File: src/rtl/ad9231_cfg_pkg.sv
`default_nettype none
// ============================================================================
//  Module      : ad9231_cfg_pkg
//  Description : Shared types and constants for the AD9231 SPI configuration
//                sequencer: FSM state encoding, error codes, transfer-command
//                constants and the 22-bit table entry layout.
//  Revision    : 1.0 - initial release
// ============================================================================
package ad9231_cfg_pkg;

    // Sequencer states; explicit 4-bit encoding
    typedef enum logic [3:0] {
        ST_IDLE     = 4'd0,
        ST_WR_ISSUE = 4'd1,
        ST_WR_WAIT  = 4'd2,
        ST_XF_ISSUE = 4'd3,
        ST_XF_WAIT  = 4'd4,
        ST_RD_ISSUE = 4'd5,
        ST_RD_WAIT  = 4'd6,
        ST_CHECK    = 4'd7,
        ST_DONE     = 4'd8,
        ST_FAIL     = 4'd9
    } cfg_state_t;

    // Error codes reported on err_code
    localparam logic [1:0] ERR_NONE     = 2'b00;
    localparam logic [1:0] ERR_TIMEOUT  = 2'b01;
    localparam logic [1:0] ERR_MISMATCH = 2'b10;

    // AD9231 "transfer" register: writing 0x01 to 0xFF commits shadow regs
    localparam logic [12:0] XFER_ADDR = 13'h0FF;
    localparam logic [7:0]  XFER_DATA = 8'h01;

    // Table entry layout {vfy[21], addr[20:8], data[7:0]}
    localparam int ENTRY_W = 22;

    typedef struct packed {
        logic        vfy;
        logic [12:0] addr;
        logic [7:0]  data;
    } cfg_entry_t;

    // Builds one table entry from its fields
    function automatic cfg_entry_t make_entry(input logic        vfy,
                                              input logic [12:0] addr,
                                              input logic [7:0]  data);
        cfg_entry_t e;
        e.vfy  = vfy;
        e.addr = addr;
        e.data = data;
        return e;
    endfunction

endpackage
`default_nettype wire

File: src/rtl/ad9231_spi_cfg_sequencer_rom.sv
`default_nettype none
// ============================================================================
//  Module      : ad9231_cfg_rom
//  Description : Constant configuration table. Combinational idx -> entry
//                lookup; unused indices return an all-zero (vfy=0) entry.
//  Revision    : 1.0 - initial release
// ============================================================================
module ad9231_cfg_rom
    import ad9231_cfg_pkg::*;
(
    input  logic [3:0]         idx_i,
    output logic [ENTRY_W-1:0] entry_o
);

    // Table contents: register address, value and whether it is read back
    always_comb begin
        entry_o = '0;
        case (idx_i)
            4'd0:    entry_o = make_entry(1'b1, 13'h014, 8'h20);
            4'd1:    entry_o = make_entry(1'b1, 13'h00D, 8'h00);
            4'd2:    entry_o = make_entry(1'b1, 13'h008, 8'h00);
            4'd3:    entry_o = make_entry(1'b0, 13'h016, 8'h00);
            default: entry_o = '0;
        endcase
    end

endmodule
`default_nettype wire

File: src/rtl/ad9231_spi_cfg_sequencer.sv
`default_nettype none
// ============================================================================
//  Module      : ad9231_spi_cfg_sequencer
//  Description : Table-driven AD9231 configuration controller. Writes every
//                table entry, issues the transfer command, then reads back
//                and verifies flagged entries with bounded retries and a
//                per-command SPI timeout. Drives an SPI master through a
//                start/done handshake.
//  Revision    : 1.0 - initial release
// ============================================================================
module ad9231_spi_cfg_sequencer
    import ad9231_cfg_pkg::*;
#(
    parameter int NUM_REGS    = 4,
    parameter int MAX_RETRY   = 2,
    parameter int TIMEOUT_CYC = 65535,
    parameter int AUTO_START  = 1
) (
    input  logic        clk_200m,
    input  logic        rst,
    input  logic        cfg_start,
    output logic        cfg_busy,
    output logic        cfg_done,
    output logic        cfg_err,
    output logic [1:0]  err_code,
    output logic [3:0]  err_index,
    output logic [12:0] spi_addr,
    output logic [7:0]  spi_data,
    output logic        spi_rw,
    output logic [1:0]  spi_len,
    output logic        spi_start,
    input  logic        spi_done,
    input  logic [7:0]  spi_rdata
);

    localparam logic [3:0]  LAST_IDX  = 4'(NUM_REGS - 1);
    localparam logic [3:0]  RETRY_LIM = 4'(MAX_RETRY);
    localparam logic [15:0] TMO_LAST  = 16'(TIMEOUT_CYC - 1);

    cfg_state_t         state_q;
    logic [3:0]         idx_q;
    logic [3:0]         retry_cnt_q;
    logic               retry_mode_q;
    logic [15:0]        timer_q;
    logic               boot_q;       // high only on the first post-reset cycle
    logic [7:0]         rdata_q;
    logic               cfg_busy_q;
    logic               cfg_done_q;
    logic               cfg_err_q;
    logic [1:0]         err_code_q;
    logic [3:0]         err_index_q;
    logic [12:0]        spi_addr_q;
    logic [7:0]         spi_data_q;
    logic               spi_rw_q;
    logic               spi_start_q;

    logic [ENTRY_W-1:0] rom_bits;
    cfg_entry_t         entry;

    ad9231_cfg_rom u_rom (
        .idx_i   (idx_q),
        .entry_o (rom_bits)
    );

    assign entry = cfg_entry_t'(rom_bits);

    // Sequencer FSM; all outputs registered and updated on state entry
    always_ff @(posedge clk_200m) begin
        if (rst) begin
            state_q      <= ST_IDLE;
            idx_q        <= '0;
            retry_cnt_q  <= '0;
            retry_mode_q <= 1'b0;
            timer_q      <= '0;
            boot_q       <= 1'b1;
            rdata_q      <= '0;
            cfg_busy_q   <= 1'b0;
            cfg_done_q   <= 1'b0;
            cfg_err_q    <= 1'b0;
            err_code_q   <= ERR_NONE;
            err_index_q  <= '0;
            spi_addr_q   <= '0;
            spi_data_q   <= '0;
            spi_rw_q     <= 1'b0;
            spi_start_q  <= 1'b0;
        end else begin
            boot_q      <= 1'b0;
            spi_start_q <= 1'b0;
            cfg_done_q  <= 1'b0;
            case (state_q)
                ST_IDLE: begin
                    if (cfg_start || ((AUTO_START != 0) && boot_q)) begin
                        state_q      <= ST_WR_ISSUE;
                        idx_q        <= '0;
                        retry_cnt_q  <= '0;
                        retry_mode_q <= 1'b0;
                        cfg_busy_q   <= 1'b1;
                        cfg_err_q    <= 1'b0;
                        err_code_q   <= ERR_NONE;
                        err_index_q  <= '0;
                    end
                end
                ST_WR_ISSUE: begin
                    spi_addr_q  <= entry.addr;
                    spi_data_q  <= entry.data;
                    spi_rw_q    <= 1'b0;
                    spi_start_q <= 1'b1;
                    timer_q     <= '0;
                    state_q     <= ST_WR_WAIT;
                end
                ST_XF_ISSUE: begin
                    spi_addr_q  <= XFER_ADDR;
                    spi_data_q  <= XFER_DATA;
                    spi_rw_q    <= 1'b0;
                    spi_start_q <= 1'b1;
                    timer_q     <= '0;
                    state_q     <= ST_XF_WAIT;
                end
                ST_RD_ISSUE: begin
                    if (!entry.vfy) begin
                        // Unverified entry: skip without touching the SPI bus
                        if (idx_q == LAST_IDX) begin
                            state_q    <= ST_DONE;
                            cfg_done_q <= 1'b1;
                            cfg_busy_q <= 1'b0;
                        end else begin
                            idx_q <= idx_q + 4'd1;
                        end
                    end else begin
                        spi_addr_q  <= entry.addr;
                        spi_data_q  <= '0;
                        spi_rw_q    <= 1'b1;
                        spi_start_q <= 1'b1;
                        timer_q     <= '0;
                        state_q     <= ST_RD_WAIT;
                    end
                end
                ST_WR_WAIT, ST_XF_WAIT, ST_RD_WAIT: begin
                    if (spi_done) begin
                        if (state_q == ST_WR_WAIT) begin
                            // A retry rewrites only the failing entry
                            if (retry_mode_q || (idx_q == LAST_IDX)) begin
                                state_q <= ST_XF_ISSUE;
                            end else begin
                                idx_q   <= idx_q + 4'd1;
                                state_q <= ST_WR_ISSUE;
                            end
                        end else if (state_q == ST_XF_WAIT) begin
                            if (!retry_mode_q) begin
                                idx_q <= '0;
                            end
                            state_q <= ST_RD_ISSUE;
                        end else begin
                            rdata_q <= spi_rdata;
                            state_q <= ST_CHECK;
                        end
                    end else if (timer_q == TMO_LAST) begin
                        state_q     <= ST_FAIL;
                        cfg_busy_q  <= 1'b0;
                        cfg_err_q   <= 1'b1;
                        err_code_q  <= ERR_TIMEOUT;
                        err_index_q <= idx_q;
                    end else begin
                        timer_q <= timer_q + 16'd1;
                    end
                end
                ST_CHECK: begin
                    if (rdata_q == entry.data) begin
                        retry_cnt_q  <= '0;
                        retry_mode_q <= 1'b0;
                        if (idx_q == LAST_IDX) begin
                            state_q    <= ST_DONE;
                            cfg_done_q <= 1'b1;
                            cfg_busy_q <= 1'b0;
                        end else begin
                            idx_q   <= idx_q + 4'd1;
                            state_q <= ST_RD_ISSUE;
                        end
                    end else if (retry_cnt_q < RETRY_LIM) begin
                        retry_cnt_q  <= retry_cnt_q + 4'd1;
                        retry_mode_q <= 1'b1;
                        state_q      <= ST_WR_ISSUE;
                    end else begin
                        state_q     <= ST_FAIL;
                        cfg_busy_q  <= 1'b0;
                        cfg_err_q   <= 1'b1;
                        err_code_q  <= ERR_MISMATCH;
                        err_index_q <= idx_q;
                    end
                end
                ST_DONE: begin
                    state_q <= ST_IDLE;
                end
                ST_FAIL: begin
                    state_q <= ST_IDLE;
                end
                default: begin
                    state_q    <= ST_IDLE;
                    cfg_busy_q <= 1'b0;
                end
            endcase
        end
    end

    assign cfg_busy  = cfg_busy_q;
    assign cfg_done  = cfg_done_q;
    assign cfg_err   = cfg_err_q;
    assign err_code  = err_code_q;
    assign err_index = err_index_q;
    assign spi_addr  = spi_addr_q;
    assign spi_data  = spi_data_q;
    assign spi_rw    = spi_rw_q;
    assign spi_len   = 2'b00;
    assign spi_start = spi_start_q;

endmodule
`default_nettype wire

File: config.mk
export PLATFORM = sky130hd
export DESIGN_NAME = ad9231_spi_cfg_sequencer
export DESIGN_NICKNAME = d
export VERILOG_FILES = /design/src/rtl/ad9231_cfg_pkg.sv /design/src/rtl/ad9231_spi_cfg_sequencer_rom.sv /design/src/rtl/ad9231_spi_cfg_sequencer.sv
export SDC_FILE = /design/constraint.sdc
export NUM_CORES = 1
export LEC_CHECK = 0
export BUFFER_PORTS_ARGS = -buffer_cell sky130_fd_sc_hd__buf_2
export CAP_MARGIN = 0
export CORE_MARGIN = 2
export CORE_UTILIZATION = 50
export CTS_CLUSTER_DIAMETER = 50
export DETAILED_ROUTE_END_ITERATION = 12
export PLACE_DENSITY = 0.71
export SLEW_MARGIN = 20
export SYNTH_ARGS = -nofsm -noshare
export SYNTH_HDL_FRONTEND = slang
export SYNTH_SLANG_ARGS = --single-unit
export TNS_END_PERCENT = 50
File: constraint.sdc
create_clock -name clk_200m -period 2.4 [get_ports clk_200m]
set_input_delay 0.48 -clock clk_200m [delete_from_list [all_inputs] [get_ports clk_200m]]
set_output_delay 0.48 -clock clk_200m [all_outputs]
set_load 0.05 [all_outputs]
==> results of run 1 <==
-- worst max-delay path, cell delays in order, from the launching register on --
cell,delay (ns)
dfxtp_4,0.38
inv_1,0.08
ha_1,0.24
or3_1,0.40
a41oi_2,0.19
nand4_1,0.14
or3_4,0.42
mux2_4,0.30
-- layer usage --
metal,vias to the layer above,share of wire
li1,1392,-
met1,1322,0.43
met2,91,0.51
met3,9,0.048
met4,0,0.013
met5,-,0
-- area by class of cell --
type | instances | area (sq um)
flip-flops and latches | 56 | 1130
inverters | 7 | 26.3
clock buffers | 7 | 96.3
fillers | 568 | 2490
multi-input cells | 276 | 1780
well taps | 75 | 93.8
repair buffers | 50 | 308
-- through the flow --
step	util	cells
floorplan	-	376
global placement	0.555	462
detailed placement	0.555	462
CTS	0.571	469
global route	0.579	471
finish	0.579	471
-- state kept, by name (all words and copies together) (netlist names), 2 cells and up --
| register | flops |
|---|---|
| idx_q | 4 |
| spi_addr | 5 |
| timer_q | 16 |
| rdata_q | 8 |
| retry_cnt_q | 4 |
| err_code | 2 |
| spi_data | 2 |
| err_index | 4 |
| state_q | 4 |
-- how the worst min path moves through the flow --
stage | start | to | slack (ns) | cells past startpoint
after CTS | spi_rdata[4] | rdata_q[4] | 0.40 | 3
after detailed placement | err_code[0] | err_code[0] | 0.44 | 1
after global placement | cfg_err | cfg_err | 0.43 | 1
after floorplan | retry_cnt_q[2] | retry_cnt_q[2] | 0.45 | 2
final | spi_rdata[4] | rdata_q[4] | 0.40 | 3
after global routing | spi_rdata[3] | rdata_q[3] | 0.41 | 3
-- kinds of logic after synthesis --
kind of cell             count (synthesis)  synth area share
AO/OA/AOI/OAI                           99             0.215
XOR/XNOR                                 2           0.00571
adder cells (fa/ha/maj)                  7            0.0285
buffers and inverters                   44            0.0791
flip-flops                              56             0.365
multiplexers                            12            0.0412
other                                    1           0.00122
AND/OR/NAND/NOR                        143             0.264
-- power groups by stage --
stage	sequential (mW)	clock (mW)	combinational, mW
2_1_floorplan	1.20	0	0.675
3_3_place_gp	1.08	0	0.981
3_5_place_dp	1.08	0	0.996
4_1_cts	1.06	0.562	1.00
5_1_grt	1.08	0.592	1.13
6_report	1.07	0.545	1.05
-- layout by cell type, fill, tap and decap left out, types with 13 or more instances in the layout --
cell     netlist  routed
a21oi_1       32      31
dfxtp_1       56      54
o21ai_0       17      17
buf_2         11      32
nand3_1       16      16
nand2_1       21      21
nor2_1        31      31
conb_1         1      13
buf_4         17      17
-- what timing repair did --
action                                  CTS  global route
endpoints found under the setup margin    0            12
buffers inserted                          0             2
resized for setup                         0             8
==> results.yml, run 1 <==
outcome:
  status: "finished clean"
power_and_ir_drop:
  switchingPower_mw: 1.05
  comb_power_share: 0.394
  p_leak_nw: 1.33
  clkPwrFrac: 0.205
  total_power_mw: 2.66
  ir_drop_v: 0.000333
  switching_share: 0.396
  power.density_nw_per_um2: 775
  power.internal_mw: 1.60
  p_seq_frac: 0.401
place:
  port_buffers: 32
  gp_congestion: 0.946
  place_ws_ns: 0.0626
  placedInstanceArea_sq_um: 3290
  hpwl_um: 5220
die:
  dieArea_sq_um: 6780
  die_w_um: 82.4
  start_util: 0.519
  io-pin-count: 46
  die_h_um: 82.4
  num_rows: 28
  core-area_sq_um: 5920
timing:
  max_freq_mhz: 444
  max_slew_margin: 0.651
  worst_slew_pin_slew_ns: 0.524
  setup_tns_ns: 0
  finalCritPeriodShare: 0.938
  setup_viol: 0
  layout_min_cycle_time_ns: 2.25
  fin_hold_ws_ns: 0.404
  slew_violations: 0
  fin_ws_ns: 0.148
  finClkSkew_ns: 0.00518
  finalHoldViolCount: 0
synth:
  netlist_instances: 364
  yosysMostFrequentCell: "dfxtp_1"
  async_flop_share: 0
  yosysWarningCount: 0
  synth_top_area_frac: 0.365
  ys.flop_type: "dfxtp_1"
  yosysSeqAreaShare: 0.365
  syn_avg_cell_area_sq_um: 8.44
  synth_common_cells: "dfxtp_1 (56), a21oi_1 (32), nor2_1 (31)"
  synth_edf_count: 0
  ys_types: 67
  ys_top_cells_by_area: "dfxtp_1 (37%), a21oi_1 (5.2%), buf_4 (4.2%)"
  yosysTopAreaCell: "dfxtp_1"
  ys_ff_latch: 56
  synthesis.area_sq_um: 3070
setup_path:
  reg2reg_depth: 7
  worstPathMaxFanout: 5
  setup.worst_path.start: "idx_q[0]"
  worst_setup_path_start_kind: "flop"
  path_class: "flop to flop"
  timing.rr.start: "idx_q[0]"
  cp-endpoint: "idx_q[0]"
  required_ns: 2.60
  ff2ff_setup_slack_ns: 0.15
  crit_arrival_ns: 2.45
  rr_endpoint: "idx_q[0]"
  endpoint_kind: "flop"
clocking:
  clkTransAtPathRegs_ns: 0.09
  clockBufferDepth: 2
  clk-insertion-delay-late_ns: 0.31
  cts-root-buf: "clkbuf_8"
  cts_buffers: 5
  ctsHtreeMaxLevel: 2
  holdBufCountCts: 0
  clock-sinks: 56
  cts_tree: "yes"
detailed_routing:
  viasPerCell: 5.97
  routedWlPerCell_um: 15.3
  firstDrtPassIters: 4
  drc_errors: 0
  ant_nets: 0
  drtIter0Drc: 149
  routed_wl_um: 7190
  vias: 2814
job:
  cap_violations: 0
cells_and_area:
  postLayoutCellArea_sq_um: 3430
  antennaDiodeCount: 0
  num-nets-final: 415
  syn_to_final_growth_pct: 11.7
  layout-drive-gt1-share: 0.205
grt:
  grt_util_met2: 0.392
  met3_usage: 0.0391
  grt_pass1_vias: 2503
  busiest_layer: "met2"
  grt_pass1_wl_um: 11700
  grt_max_degree: 33
  grt_util_all_layers: 0.223
  grt_use_met1: 0.275
  gr-total-overflow: 0
  antenna_found_initial: 0
min_path:
  min_path_type: "input pin to flop"
(Power assumes the default switching activity.)
==> run 2: changes to the inputs <==
==> constraint.sdc (replaced) <==
create_clock -name clk_200m -period 2.9 [get_ports clk_200m]
set_input_delay 0.145 -clock clk_200m [delete_from_list [all_inputs] [get_ports clk_200m]]
set_output_delay 0.145 -clock clk_200m [all_outputs]
set_load 0.05 [all_outputs]
==> run 2 against run 1 <==
Net effect: clock skew increased by 0.0028 ns; die area unchanged; critical endpoint is now timer_q[3]; hold slack worse by 0.33 ns; core utilization decreased by 2.3 points; register-to-register slack better by 0.26 ns; combinational power decreased by 27%; highest routed layer unchanged.
==> results.yml, run 2 (same netlist as run 1, synthesis figures left out) <==
place:
  placedInstanceArea_sq_um: 3190
  dp.cells: 451
  port_buffers: 32
  gp_congestion: 0.916
  place_ws_ns: 0.432
  hpwl_um: 4920
cells_and_area:
  ff_latch_area_sq_um: 1120
  final_cells: 459
  num-nets-final: 402
  antennaDiodeCount: 0
  multi_input_area_sq_um: 1760
  final_common_cell: "dfxtp_1"
  syn_to_final_growth_pct: 7.29
  largest_reg_flops: 16
  top_register: "timer_q"
  postLayoutCellArea_sq_um: 3290
  layout-drive-gt1-share: 0.167
  final_cell_mix: "dfxtp_1 (56), a21oi_1 (32), buf_2 (32)"
  fillCellCount: 563
  fin_util: 0.556
timing:
  layout_min_cycle_time_ns: 2.50
  fin_hold_ws_ns: 0.0760
  finalHoldViolCount: 0
  fin_ws_ns: 0.404
  finalCritPeriodShare: 0.861
  max_freq_mhz: 401
  finClkSkew_ns: 0.00799
  worst_slew_pin_slew_ns: 0.748
  max_slew_margin: 0.499
  slew_violations: 0
  setup_viol: 0
  setup_tns_ns: 0
  rsz0062_at_grt: "false"
setup_path:
  path_class: "flop to flop"
  required_ns: 3.16
  endpoint_kind: "flop"
  crit_arrival_ns: 2.75
  timing.rr.start: "idx_q[0]"
  worst_setup_path_start_kind: "flop"
  rr_endpoint: "timer_q[3]"
  ff2ff_setup_slack_ns: 0.40
  worstPathMaxFanout: 16
  reg2reg_depth: 7
clocking:
  cts.repair.resized: 0
  cts_buffers: 5
  holdBufCountCts: 0
  post_cts_buffers: 0
  clk-insertion-delay-late_ns: 0.31
  clockBufferDepth: 2
  clkTransAtPathRegs_ns: 0.10
  ctsHtreeMaxLevel: 2
  cts_tree: "yes"
  clock-sinks: 56
  cts-root-buf: "clkbuf_8"
grt:
  grt_util_all_layers: 0.221
  antenna_found_initial: 0
  grt_max_degree: 38
  gr-total-overflow: 0
  grt_pass1_wl_um: 12000
  grt_pass1_vias: 2643
power_and_ir_drop:
  power.density_nw_per_um2: 638
  total_power_mw: 2.10
  ir_drop_v: 0.000342
  p_seq_frac: 0.428
  switchingPower_uw: 857
  switching_share: 0.408
  p_leak_nw: 1.26
  power.internal_mw: 1.24
  clkPwrFrac: 0.209
  comb_power_share: 0.363
die:
  die_h_um: 82.4
  start_util: 0.519
  num_rows: 28
  die_w_um: 82.4
  io-pin-count: 46
  core-area_sq_um: 5920
  dieArea_sq_um: 6780
detailed_routing:
  routed_wl_um: 6940
  drtIter0Drc: 142
  vias: 2783
  routedWlPerCell_um: 15.1
  viasPerCell: 6.06
  firstDrtPassIters: 4
  drc_errors: 0
  ant_nets: 0
min_path:
  min_path_type: "input pin to flop"
  whs_endpoint: "rdata_q[6]"
  hold_depth: 3
  min_from: "spi_rdata[6]"
outcome:
  status: "finished clean"
job:
  cap_violations: 0
run 2: how the worst max path moves through the flow:
stage / slack (ns) / to / start / cells after the start
final: 0.40 / timer_q[3] / idx_q[0] / 7
after global placement: 0.47 / timer_q[7] / idx_q[0] / 7
after detailed placement: 0.43 / timer_q[2] / idx_q[0] / 7
after CTS: 0.40 / timer_q[3] / idx_q[0] / 7
after floorplan: 0.72 / idx_q[0] / idx_q[0] / 7
after global routing: 0.20 / timer_q[13] / idx_q[1] / 7
run 2: cell type report:
cell class,instances,area share
timing repair buffer,37,0.0600
clock inverter,2,0.00304
tap,75,0.0285
multi-input combinational,276,0.535
sequential,56,0.340
inverter,7,0.00798
clock buffer,6,0.0251
run 2: per-layer routing:
| metal | global-route usage | wire length (um) | share of wire |
|---|---|---|---|
| met3 | 0.0348 | 369 | 0.053 |
| met2 | 0.369 | 3450 | 0.50 |
| met5 | 0 | 0 | 0 |
| met1 | 0.283 | 3060 | 0.44 |
| met4 | 0.0900 | 59 | 0.0085 |
run 2: power by group through the flow:
stage / registers, mW / clock network (mW) / logic [mW]
floorplan: 0.992 / 0 / 0.559
global placement: 0.914 / 0 / 0.740
detailed placement: 0.915 / 0 / 0.747
CTS: 0.898 / 0.455 / 0.751
global route: 0.911 / 0.485 / 0.834
finish: 0.900 / 0.438 / 0.763
run 2: critical path, cell delays in order (launching register included):
cell and delay [ns]:
dfxtp_1 0.43, inv_1 0.12, ha_1 0.26, nor3_2 0.34
o31ai_2 0.22, a21o_1 0.44, or4_1 0.57, nand2_1 0.08
==> run 3: changes to the inputs <==
--- a/config.mk
+++ b/config.mk
@@ -7,11 +7,13 @@
 export LEC_CHECK = 0
 export BUFFER_PORTS_ARGS = -buffer_cell sky130_fd_sc_hd__buf_2
 export CAP_MARGIN = 0
+export CELL_PAD_IN_SITES_DETAIL_PLACEMENT = 0
+export CELL_PAD_IN_SITES_GLOBAL_PLACEMENT = 1
 export CORE_MARGIN = 2
-export CORE_UTILIZATION = 50
+export CORE_UTILIZATION = 46
 export CTS_CLUSTER_DIAMETER = 50
 export DETAILED_ROUTE_END_ITERATION = 12
-export PLACE_DENSITY = 0.71
+export PLACE_DENSITY_LB_ADDON = 0.1
 export SLEW_MARGIN = 20
 export SYNTH_ARGS = -nofsm -noshare
 export SYNTH_HDL_FRONTEND = slang
==> run 3 against run 2 <==
Net effect: register-to-register slack got worse by 0.06 ns; maximum frequency shrank 2.4%; cell count is 1.1% higher; clock power up 27%; sequential power fell by 0.7%; combinational power grew 0.5%; clock-buffer cell count is 1 higher; critical path type unchanged.
==> results.yml, run 3 (same netlist as run 1, synthesis figures left out) <==
setup_path:
  crit_arrival_ns: 2.79
  endpoint_kind: "flop"
  path_class: "flop to flop"
  worst_setup_path_start_kind: "flop"
  ff2ff_setup_slack_ns: 0.34
  worstPathMaxFanout: 10
  required_ns: 3.14
grt:
  grt_pass1_vias: 2497
  grt_pass1_wl_um: 11900
  grt_util_all_layers: 0.198
  antenna_found_initial: 0
  gr-total-overflow: 0
  grt_max_degree: 38
cells_and_area:
  postLayoutCellArea_sq_um: 3340
  fillCellCount: 640
  layout-drive-gt1-share: 0.173
  antennaDiodeCount: 0
  multi_input_area_sq_um: 1750
  final_cell_mix: "dfxtp_1 (56), a21oi_1 (32), buf_2 (32)"
  syn_to_final_growth_pct: 8.84
  largest_reg_flops: 16
  final_common_cell: "dfxtp_1"
  final_cells: 464
  num-nets-final: 405
  ff_latch_area_sq_um: 1120
  top_register: "timer_q"
detailed_routing:
  routed_wl_um: 7090
  drtIter0Drc: 93
  ant_nets: 0
  drc_errors: 0
  routedWlPerCell_um: 15.3
  firstDrtPassIters: 4
  vias: 2739
  viasPerCell: 5.90
timing:
  rsz0062_at_grt: "false"
  max_slew_margin: 0.300
  max_freq_mhz: 391
  setup_viol: 0
  slew_violations: 0
  worst_slew_pin_slew_ns: 1.05
  layout_min_cycle_time_ns: 2.56
  finalCritPeriodShare: 0.882
  finalHoldViolCount: 0
  setup_tns_ns: 0
  finClkSkew_ns: 0.00849
clocking:
  post_cts_buffers: 0
  ctsHtreeMaxLevel: 2
  clockBufferDepth: 2
  cts.repair.resized: 0
  clkTransAtPathRegs_ns: 0.10
  cts-root-buf: "clkbuf_8"
  clk-insertion-delay-late_ns: 0.30
  clock-sinks: 56
  cts_buffers: 5
  cts_tree: "yes"
  holdBufCountCts: 0
min_path:
  min_path_type: "input pin to flop"
die:
  num_rows: 29
  start_util: 0.481
  dieArea_sq_um: 7340
  core-area_sq_um: 6390
  io-pin-count: 46
  die_h_um: 85.7
  die_w_um: 85.7
place:
  gp_congestion: 0.807
  hpwl_um: 5100
  port_buffers: 32
  dp.cells: 456
  placedInstanceArea_sq_um: 3220
power_and_ir_drop:
  ir_drop_v: 0.000352
  power.density_nw_per_um2: 663
  total_power_mw: 2.22
  p_leak_nw: 1.29
job:
  cap_violations: 0
outcome:
  status: "finished clean"
[run 3: changes by cell type in the layout (fill, tap and decap cells not counted), sizes merged]
cell,previous run,this run
clkbuf,6,7
bufinv,0,1
buf,37,40
clkinv,2,0
[run 3: routing by layer]
metal	vias up	GRT usage	share of wire
met4	0	0.0491	0.012
met5	-	0	0
met3	9	0.0298	0.032
li1	1373	-	-
met1	1291	0.266	0.47
met2	66	0.335	0.48
[run 3: power breakdown]
| group | total (mW) | switching [mW] | leakage [nW] | internal, mW |
|---|---|---|---|---|
| sequential | 0.894 | 0.0693 | 0.454 | 0.824 |
| clock | 0.555 | 0.250 | 0.0645 | 0.305 |
| combinational | 0.767 | 0.536 | 0.768 | 0.231 |
[run 3: layout make-up]
type                            instances  area share
Multi-Input combinational cell        276       0.524
Sequential cell                        56       0.335
Timing Repair Buffer                   40      0.0659
Clock buffer                            7      0.0288
Tap cell                               77      0.0288
Clock inverter                          1     0.00899
Inverter                                7     0.00786
[run 3: through the flow]
stage / hold slack (ns) / setup slack, ns / utilization
floorplan: 0.173 / 0.723 / -
finish: 0.0736 / 0.343 / 0.523
detailed placement: 0.389 / 0.373 / 0.504
global placement: 0.382 / 0.441 / 0.504
CTS: 0.0632 / 0.355 / 0.523
global route: 0.0699 / 0.0617 / 0.523
[run 3: final timing paths]
path / from / end / cells past startpoint
setup / recovery: idx_q[1] / timer_q[12] / 7
setup reg to reg: idx_q[1] / timer_q[12] / 7
hold reg to reg: cfg_err / cfg_err / 1
hold / removal: spi_rdata[5] / rdata_q[5] / 3
[run 3: worst max-delay path: stages, from the launching register on]
cell	delay, ns
dfxtp_1	0.37
inv_1	0.11
ha_1	0.24
nor3_2	0.10
o21ai_1	0.62
nand2_1	0.36
or4_1	0.55
a21oi_1	0.15
